--- config.mk ---
export PLATFORM = sky130hd
export DESIGN_NAME = arb_mux_n
export DESIGN_NICKNAME = d
export VERILOG_FILES = /design/src/rtl/arb_pkg.sv /design/src/rtl/rr_grant.sv /design/src/rtl/arb_mux_n.sv
export SDC_FILE = /design/constraint.sdc
export NUM_CORES = 1
export LEC_CHECK = 0
export BUFFER_PORTS_ARGS = -buffer_cell sky130_fd_sc_hd__buf_2
export CORE_ASPECT_RATIO = 1.5
export CORE_MARGIN = 1
export CORE_UTILIZATION = 25
export CTS_CLUSTER_DIAMETER = 150
export DETAILED_ROUTE_END_ITERATION = 8
export PLACE_DENSITY_LB_ADDON = 0.05
export SLEW_MARGIN = 20
export SYNTH_ARGS = -nofsm -noshare
export SYNTH_HDL_FRONTEND = slang
export SYNTH_SLANG_ARGS = --single-unit
--- constraint.sdc ---
create_clock -name clk -period 4 [get_ports clk]
set_clock_uncertainty 0.2 [all_clocks]
set_input_delay 0.8 -clock clk [delete_from_list [all_inputs] [get_ports clk]]
set_output_delay 0.8 -clock clk [all_outputs]
set_load 0.01 [all_outputs]
--- src/rtl/arb_pkg.sv ---
// Shared constants for the arbitrated multiplexer: mode encodings and the
// index-width helper used to size channel selects.
package arb_pkg;

    localparam logic ARB_RR    = 1'b0;
    localparam logic ARB_FIXED = 1'b1;

    // Ceiling log2, never less than 1 so a select field always has a bit.
    function automatic int clog2(input int n);
        int r;
        r = 0;
        for (int i = 0; i < 32; i++) begin
            if ((1 << r) < n) begin
                r = r + 1;
            end
        end
        return (r < 1) ? 1 : r;
    endfunction

endpackage

--- src/rtl/rr_grant.sv ---
// Combinational grant selection: round-robin from a start pointer, or fixed
// priority with the lowest index winning.
module rr_grant
    import arb_pkg::*;
#(
    parameter int NUM = 4,
    localparam int SEL_W = clog2(NUM)
) (
    input  logic [NUM-1:0]   req,
    input  logic [SEL_W-1:0] ptr,
    input  logic             mode,
    output logic [SEL_W-1:0] grant,
    output logic             any_valid
);

    always_comb begin
        int start;
        int idx;
        grant     = '0;
        any_valid = 1'b0;
        start     = (mode == ARB_FIXED) ? 0 : int'(ptr);
        idx       = 0;
        // Scan from the far end backwards so the closest requester to the
        // start position is the last one written and therefore wins.
        for (int k = NUM - 1; k >= 0; k--) begin
            idx = start + k;
            if (idx >= NUM) begin
                idx = idx - NUM;
            end
            if (req[idx]) begin
                grant     = SEL_W'(idx);
                any_valid = 1'b1;
            end
        end
    end

endmodule

--- src/rtl/arb_mux_n.sv ---
// N-input valid/ready multiplexer with a registered output stage and
// run-time selectable round-robin or fixed-priority arbitration.
module arb_mux_n
    import arb_pkg::*;
#(
    parameter int WIDTH = 32,
    parameter int NUM   = 4,
    localparam int SEL_W = clog2(NUM)
) (
    input  logic                 clk,
    input  logic                 rst,
    input  logic                 mode,
    input  logic [NUM*WIDTH-1:0] in_data,
    input  logic [NUM-1:0]       in_valid,
    output logic [NUM-1:0]       in_ready,
    output logic [WIDTH-1:0]     out_data,
    output logic                 out_valid,
    input  logic                 out_ready,
    output logic [SEL_W-1:0]     out_sel
);

    logic [WIDTH-1:0] chan [NUM];
    logic [SEL_W-1:0] ptr_reg;
    logic [WIDTH-1:0] data_reg;
    logic [SEL_W-1:0] sel_reg;
    logic             valid_reg;
    logic [SEL_W-1:0] grant;
    logic             any_valid;
    logic             load;

    rr_grant #(
        .NUM(NUM)
    ) u_grant (
        .req      (in_valid),
        .ptr      (ptr_reg),
        .mode     (mode),
        .grant    (grant),
        .any_valid(any_valid)
    );

    assign load = !valid_reg || out_ready;

    genvar gi;
    generate
        for (gi = 0; gi < NUM; gi++) begin : g_ch
            assign chan[gi]     = in_data[gi*WIDTH +: WIDTH];
            // Reset gates the accept so no source sees a handshake it loses.
            assign in_ready[gi] = load && any_valid && !rst && (grant == SEL_W'(gi));
        end
    endgenerate

    always_ff @(posedge clk) begin
        if (rst) begin
            ptr_reg   <= '0;
            data_reg  <= '0;
            sel_reg   <= '0;
            valid_reg <= 1'b0;
        end else if (load) begin
            if (any_valid) begin
                data_reg  <= chan[grant];
                sel_reg   <= grant;
                valid_reg <= 1'b1;
                if (mode == ARB_RR) begin
                    // Explicit wrap so non-power-of-two NUM never lands on a
                    // nonexistent channel.
                    ptr_reg <= (grant == SEL_W'(NUM - 1)) ? '0 : grant + SEL_W'(1);
                end
            end else begin
                valid_reg <= 1'b0;
            end
        end
    end

    assign out_data  = data_reg;
    assign out_sel   = sel_reg;
    assign out_valid = valid_reg;

endmodule
==> Word level (Yosys, flattened, before mapping) <==
Index checks and enable logic that the tools add are counted.
{ "op_classes": {"n_addsub": 8, "n_mul": 0, "n_div": 0, "n_lt_le_gt_ge": 9, "eq_ne": 3, "shift": 0, "mux": 30, "n_bitwise": 2, "n_reduce_logical": 12} }
{ "op_table": {"columns": ["cell", "n"], "rows": [
  ["$mux W32", 6],
  ["$ge A32 B4 Y1 const B", 4],
  ["$lt A32 B4 Y1 const B", 4],
  ["$sub A32 B4 Y32 const B", 4],
  ["$add A32 B3 Y32 const B", 2],
  ["$bmux W32 S2", 1],
  ["$add A32 B2 Y32 const B", 1],
  ["$mux W1", 13],
  ["$mux W2", 6],
  ["$bmux W1 S2", 4],
  ["$logic_and A1 B1 Y1", 6],
  ["$eq A2 B2 Y1 const B", 2],
  ["$ge A3 B3 Y1 const B", 1],
  ["$not A2 Y3", 1],
  ["$reduce_and A3 Y1", 1],
  ["$add A2 B1 Y2 const B", 1],
  ["$eq A2 B1 Y1 const B", 1],
  ["$logic_not A1 Y1", 2],
  ["$logic_not A2 Y1", 1],
  ["$reduce_and A2 Y1", 1],
  ["$logic_or A1 B1 Y1", 1],
  ["$not A1 Y1", 1]
]} }
{ "totals": {"reg_bits": 37, "latchBits": 0, "mem_bits_rw": 0, "mem_bits_ro": 0, "input_bits": 136, "out_inout_bits": 39, "elab_cells": 68, "mem_count": 0} }

==> Logic depth before layout (Yosys ltp) <==
{ "depth": {"ltp_word": 15, "ltp_mapped": 11, "mapped_depth_nobuf": 7} }

==> By module <==
Synthesis repeated with hierarchy kept, for this count alone.
{ "hier_totals": {"hier_cells": 170, "hier_area_um2": 2200.9} }
{ "modules_own_cells": {"columns": ["mod", "n_inst", "cells_each", "area_each_um2", "seq_area_each_um2"], "rows": [
  ["arb_mux_n", 1, 145, 2062.0, 740.7],
  ["rr_grant", 1, 25, 138.9, 0.0]
]} }

==> Worst setup path before layout <==
OpenSTA, ideal clock, no wires.
{ "synth_timing": {"path_type": "input to output", "from": "input in_valid[1]", "to": "output in_ready[0]", "arrival_time_ns": 2.463, "required_ns": 3.000, "setup_slack_ns": 0.537, "stages": 9, "path_buffers": 4, "cell_sequence": "buf_2 nor2_1 nand2_1 and2_1 clkbuf_1 and3_1 clkbuf_1 clkbuf_1 and2_1"} }
{ "synth_between": {"elab_chain_cells": 10, "elab_cells_between_ends": 24, "cone_classes": "mux: 20; reduce/logical: 4"} }
{ "synth_lines": {"columns": ["item", "line_no", "rtl"], "rows": [
  ["from (decl)", "arb_mux_n.sv:14", "input logic [NUM-1:0] in_valid,"],
  ["$bmux W1 S2", "rr_grant.sv:30", "if (req[idx]) begin"],
  ["$mux W1 (implied by the code) (2 in series)", "rr_grant.sv:30", null],
  ["$mux W1 (4 in series)", "rr_grant.sv:30", null],
  ["$logic_and A1 B1 Y1 (2 in series)", "arb_mux_n.sv:48", "assign in_ready[gi] = load && any_valid && !rst && (grant == SEL_W'(gi));"],
  ["$logic_and A1 B1 Y1 (*)", "arb_mux_n.sv:48", null],
  ["to (decl)", "arb_mux_n.sv:15", "output logic [NUM-1:0] in_ready,"]
]} }
Every way passes the cells marked *; elsewhere a longest branch is shown, timed or not. The select of a mux whose other input is x is not followed.

==> Worst setup path in the final report <==
{ "layout_timing": {"from": "input mode", "to": "output in_ready[0]"} }
{ "layout_between": {"elab_chain_cells": 14, "elab_cells_between_ends": 40, "cone_classes": "add/sub: 7; order compare: 4; mux: 25; reduce/logical: 4"} }
{ "layout_lines": {"columns": ["item", "line_no", "rtl"], "rows": [
  ["from (decl)", "arb_mux_n.sv:12", "input logic mode,"],
  ["$mux W2 (*)", "rr_grant.sv:21", "start = (mode == ARB_FIXED) ? 0 : int'(ptr);"],
  ["$add A32 B3 Y32", "rr_grant.sv:26", "idx = start + k;"],
  ["$sub A32 B4 Y32 / $ge A32 B4 Y1 (equally long branches)", "rr_grant.sv:28, rr_grant.sv:27", null],
  ["$mux W32", "rr_grant.sv:27", "if (idx >= NUM) begin"],
  ["$bmux W1 S2", "rr_grant.sv:30", null],
  ["$mux W1 (implied by the code) (2 in series)", "rr_grant.sv:30", null],
  ["$mux W1 (4 in series)", "rr_grant.sv:30", null],
  ["$logic_and A1 B1 Y1 (2 in series)", "arb_mux_n.sv:48", null],
  ["$logic_and A1 B1 Y1 (*)", "arb_mux_n.sv:48", null]
]} }
Marked as above.

==> results_tabular.tex <==
\begin{tabular}{lr}
\hline
Metric & Value \\
\hline
\multicolumn{2}{l}{\textbf{Outcome}} \\
\quad Status & finished, final reports clean \\
\multicolumn{2}{l}{\textbf{Run}} \\
\quad Count of maximum capacitance violations & 0 \\
\multicolumn{2}{l}{\textbf{Timing}} \\
\quad Final count of hold timing violations & 0 \\
\quad Number of setup violations in the final report & 0 \\
\quad Time the final worst path needs with I/O delays and setup & 3.507 ns \\
\quad Fin Setup TNS & 0 ns \\
\quad Achievable clock frequency & $\sim$290 MHz \\
\quad Setup repair after global routing missed its margin & no \\
\quad Relative slew margins & a little over two fifths \\
\quad Slew Limit Fails & 0 \\
\quad Share of the clock period used by the worst path & approximately 90\% \\
\quad Minimum setup slack in the final design & approximately 0.49 ns \\
\quad Actual transition at the worst max-transition pin & 0.8622 ns \\
\multicolumn{2}{l}{\textbf{CTS}} \\
\quad Total of cells resized after clock tree synthesis & 0 \\
\quad Clock transition at the register clock pins on the worst setup and hold paths after CTS & $\sim$0.060 ns \\
\quad H-tree depth reported by CTS & 2 \\
\quad Skew-Pair Late Insertion Delay & 0.28 ns \\
\quad CTS buffer count & 5 \\
\quad Number of post-CTS setup repair buffers & 0 \\
\quad TritonCTS sink count & 37 \\
\quad CTS hold repair buffers & 0 \\
\quad Clock tree from TritonCTS & yes \\
\quad Clk buf depth & 2 \\
\quad Root buffer selected by CTS & sky130\_fd\_sc\_hd\_\_clkbuf\_16 \\
\multicolumn{2}{l}{\textbf{Placed design}} \\
\quad Count of port buffers added during placement & between 150 and 200 \\
\quad Placed Instance Area & 0.004110 sq mm \\
\quad GP Congestion & between 0.8 and 0.9 \\
\quad Worst setup slack before clock tree synthesis & around 0.5 ns \\
\quad Count of placed standard cells including taps & between 600 and 700 \\
\quad Final HPWL from detailed placement & $\sim$8.7 mm \\
\multicolumn{2}{l}{\textbf{Final layout}} \\
\quad Fraction of final layout cells with drive strength greater than 1 & roughly two fifths \\
\quad Number of non-filler instances in the completed layout & roughly 690 \\
\quad Flip-flop count of the largest register after layout & 32 \\
\quad Synthesis-to-finish area growth & 37.52\% \\
\quad Antenna Cells & 0 \\
\quad Total number of nets in the final design & 669 \\
\quad Design area & around 0.0043 sq mm \\
\multicolumn{2}{l}{\textbf{Yosys}} \\
\quad Post-synth EDFFs & 0 \\
\quad Number of warnings reported in the yosys synthesis log & 0 \\
\quad Number of register bits inferred by synthesis & 37 \\
\quad Share of synthesized flip-flops with an asynchronous set or reset & 0\% \\
\quad Synthesized netlist net count & 514 \\
\quad Primary flip-flop cell chosen by synthesis mapping & sky130\_fd\_sc\_hd\_\_dfxtp\_1 \\
\quad Average size of a mapped cell & about 8 sq um \\
\quad Proportion of synthesized chip area in sequential cells & between 20\% and 30\% \\
\quad Post-synth top area share & 23.88\% \\
\quad Number of unique standard cell types used by synthesis & between 40 and 50 \\
\quad Number of instances in the synthesized netlist & approximately 380 \\
\quad Biggest area consumer among synthesized cells & sky130\_fd\_sc\_hd\_\_dfxtp\_1 \\
\quad Cell types occupying the most area after synthesis & sky130\_fd\_sc\_hd\_\_dfxtp\_1 (24\%), sky130\_fd\_sc\_hd\_\_mux2i\_1 (12\%), sky130\_fd\_sc\_hd\_\_a211o\_1 (7.9\%) \\
\quad Netlist Area Pre-Place & 0.003102 sq mm \\
\multicolumn{2}{l}{\textbf{Route}} \\
\quad Total Wirelength & between 10 and 15 mm \\
\quad DRT antenna net count & 0 \\
\quad Number of iterations in the first detailed-routing pass & 4 \\
\quad Vias & between 3000 and 4000 \\
\quad DR DRC count & 0 \\
\quad Post-DR vias/cell & 5.330 \\
\quad Per-cell routed wire length & between 15 and 20 microns \\
\quad Drt first-iter violations & roughly 130 \\
\multicolumn{2}{l}{\textbf{Floorplanning}} \\
\quad Initial Util & roughly a quarter \\
\quad Standard cell core area & 0.01202 sq mm \\
\quad Number of top-level design ports & approximately 180 \\
\quad Die span in x & 92.95 microns \\
\quad Area of the die & approximately 0.013 sq mm \\
\quad Die span in y & 138.4 microns \\
\quad Number of core rows & 49 \\
\multicolumn{2}{l}{\textbf{Setup path}} \\
\quad Launching instance or port of the critical path & mode \\
\quad Data required time at the worst endpoint & 3.00 ns \\
\quad Startpoint type of the worst setup path & input port \\
\quad Maximum fanout count along the critical path & 14 \\
\quad Worst Path Class, Setup & in -> out \\
\quad Cell breakdown of the critical path & buf\_2 -> nor2b\_1 -> a32o\_1 -> or2\_1 -> a41oi\_2 -> o31ai\_4 -> and2\_1 -> buf\_2 \\
\quad Crit path DAT & around 2.5 ns \\
\quad Slowest cell on the critical path & sky130\_fd\_sc\_hd\_\_a41oi\_2 \\
\quad Most common cell type on the critical path & sky130\_fd\_sc\_hd\_\_buf\_2 \\
\quad CP peak stage delay & around 0.31 ns \\
\quad Worst flop-to-flop path startpoint & ptr\_reg[1] \\
\quad Critical Path End Type & output pin \\
\multicolumn{2}{l}{\textbf{GRT}} \\
\quad First-pass GRT wire length & 18.42 mm \\
\quad Number of global-route vias before repair & 3604 \\
\quad Initial antenna violation count & 0 \\
\quad Pin count of the biggest net entering global routing & 62 \\
\quad GR Util All Layers & 17.82\% \\
\quad Total congestion overflow after global routing & 0 \\
\multicolumn{2}{l}{\textbf{Power}} \\
\quad Worst vdd rail ir drop & around 0.16 mV \\
\quad Power density over the cells & around 330 mW/mm\^{}2 \\
\quad Leakage & between 2 and 2.5 nW \\
\multicolumn{2}{l}{\textbf{Hold path}} \\
\quad Hold Path Origin & out\_sel[1] \\
\quad HP Class & reg -> reg \\
\hline
\end{tabular}
cell families after synthesis:
logic type / Yosys count / share of synthesized area, %
AO/OA/AOI/OAI: 151 / 38.44
XOR/XNOR: 1 / 0.2824
AND/OR/NAND/NOR: 93 / 13.92
multiplexers: 51 / 17.02
buffers and inverters: 45 / 6.454
flip-flops: 37 / 23.88
worst max-delay path, delay by kind of cell:
kind	cells	cell delay, ns
buffers and inverters	2	0.35
AOI/OAI and AO/OA	3	0.81
and+or+nand+nor	3	0.54
final timing paths:
path                  end  slack (ns)  cells after the start
max           in_ready[0]        0.49                      8
min            out_sel[1]        0.30                      2
max reg2reg  out_data[13]        0.82                      7
min reg2reg    out_sel[1]        0.30                      2
cells in the final DEF, fill, tap and decap left out, types with 2 or more instances in the layout:
master | netlist | final
sky130_fd_sc_hd__dfxtp_1 | 37 | 37
sky130_fd_sc_hd__nand3_1 | 14 | 14
sky130_fd_sc_hd__nand2b_1 | 2 | 2
sky130_fd_sc_hd__mux2i_1 | 37 | 37
sky130_fd_sc_hd__nor2_1 | 24 | 23
sky130_fd_sc_hd__o21ai_0 | 24 | 24
sky130_fd_sc_hd__inv_1 | 4 | 4
sky130_fd_sc_hd__a32oi_1 | 15 | 15
sky130_fd_sc_hd__and2_1 | 5 | 4
sky130_fd_sc_hd__o211ai_1 | 16 | 16
sky130_fd_sc_hd__a221o_1 | 14 | 14
sky130_fd_sc_hd__nand3b_1 | 2 | 2
sky130_fd_sc_hd__a21oi_1 | 6 | 6
sky130_fd_sc_hd__nand2_1 | 34 | 34
sky130_fd_sc_hd__clkbuf_16 | 0 | 5
sky130_fd_sc_hd__buf_4 | 1 | 15
sky130_fd_sc_hd__a31oi_1 | 16 | 16
sky130_fd_sc_hd__a211o_1 | 28 | 28
sky130_fd_sc_hd__nor2b_1 | 6 | 6
sky130_fd_sc_hd__mux2_1 | 14 | 14
sky130_fd_sc_hd__buf_2 | 16 | 174
sky130_fd_sc_hd__a221oi_1 | 18 | 18
stage by stage:
| stage | utilization, % | power [mW] | hold slack [ns] |
|---|---|---|---|
| 2_1_floorplan | - | 0.8082 | 0.3254 |
| 3_3_place_gp | 34.20 | 1.030 | 0.2759 |
| 3_5_place_dp | 34.20 | 1.035 | 0.2937 |
| 4_1_cts | 35.47 | 1.446 | 0.3105 |
| 5_1_grt | 35.50 | 1.522 | 0.3306 |
| 6_report | 35.50 | 1.426 | 0.3005 |
synthesized netlist by cell type, drive strengths merged, types with 2 or more instances:
master and instances:
dfxtp 37, mux2i 37, nand2 34, a211o 28
nor2 24, o21ai 24, clkbuf 23, a221oi 18
buf 18, a31oi 16, o211ai 16, a32oi 15
a221o 14, mux2 14, nand3 14, a21oi 6
and2 6, nor2b 6, inv 4, nand2b 3
o22ai 3, a21o 2, nand3b 2, nor3 2
area by class of cell:
type	count	area, sq um
fillers	1311	7751
multi-input cells	296	2182
repair buffers	189	983.4
flip-flops and latches	37	740.7
well taps	153	191.4
clock buffers	6	138.9
inverters	4	15.01
clock inverters	2	13.76
power breakdown:
group | internal [mW] | leakage (nW) | total, mW | switching [mW]
combinational | 0.244 | 1.69 | 0.558 | 0.314
sequential | 0.423 | 0.308 | 0.462 | 0.0388
clock | 0.248 | 0.0768 | 0.406 | 0.158
per-layer routing:
metal  vias to the layer above  part of all wire [%]  GRT usage, %
met5                         -                     0             0
met4                         0                   2.0         5.425
met3                        14                   6.3         2.805
met2                       146                    51         32.51
met1                      1706                    41         20.90
li1                       1796                     -             -
Note: power is estimated with default switching activity, not from simulation.
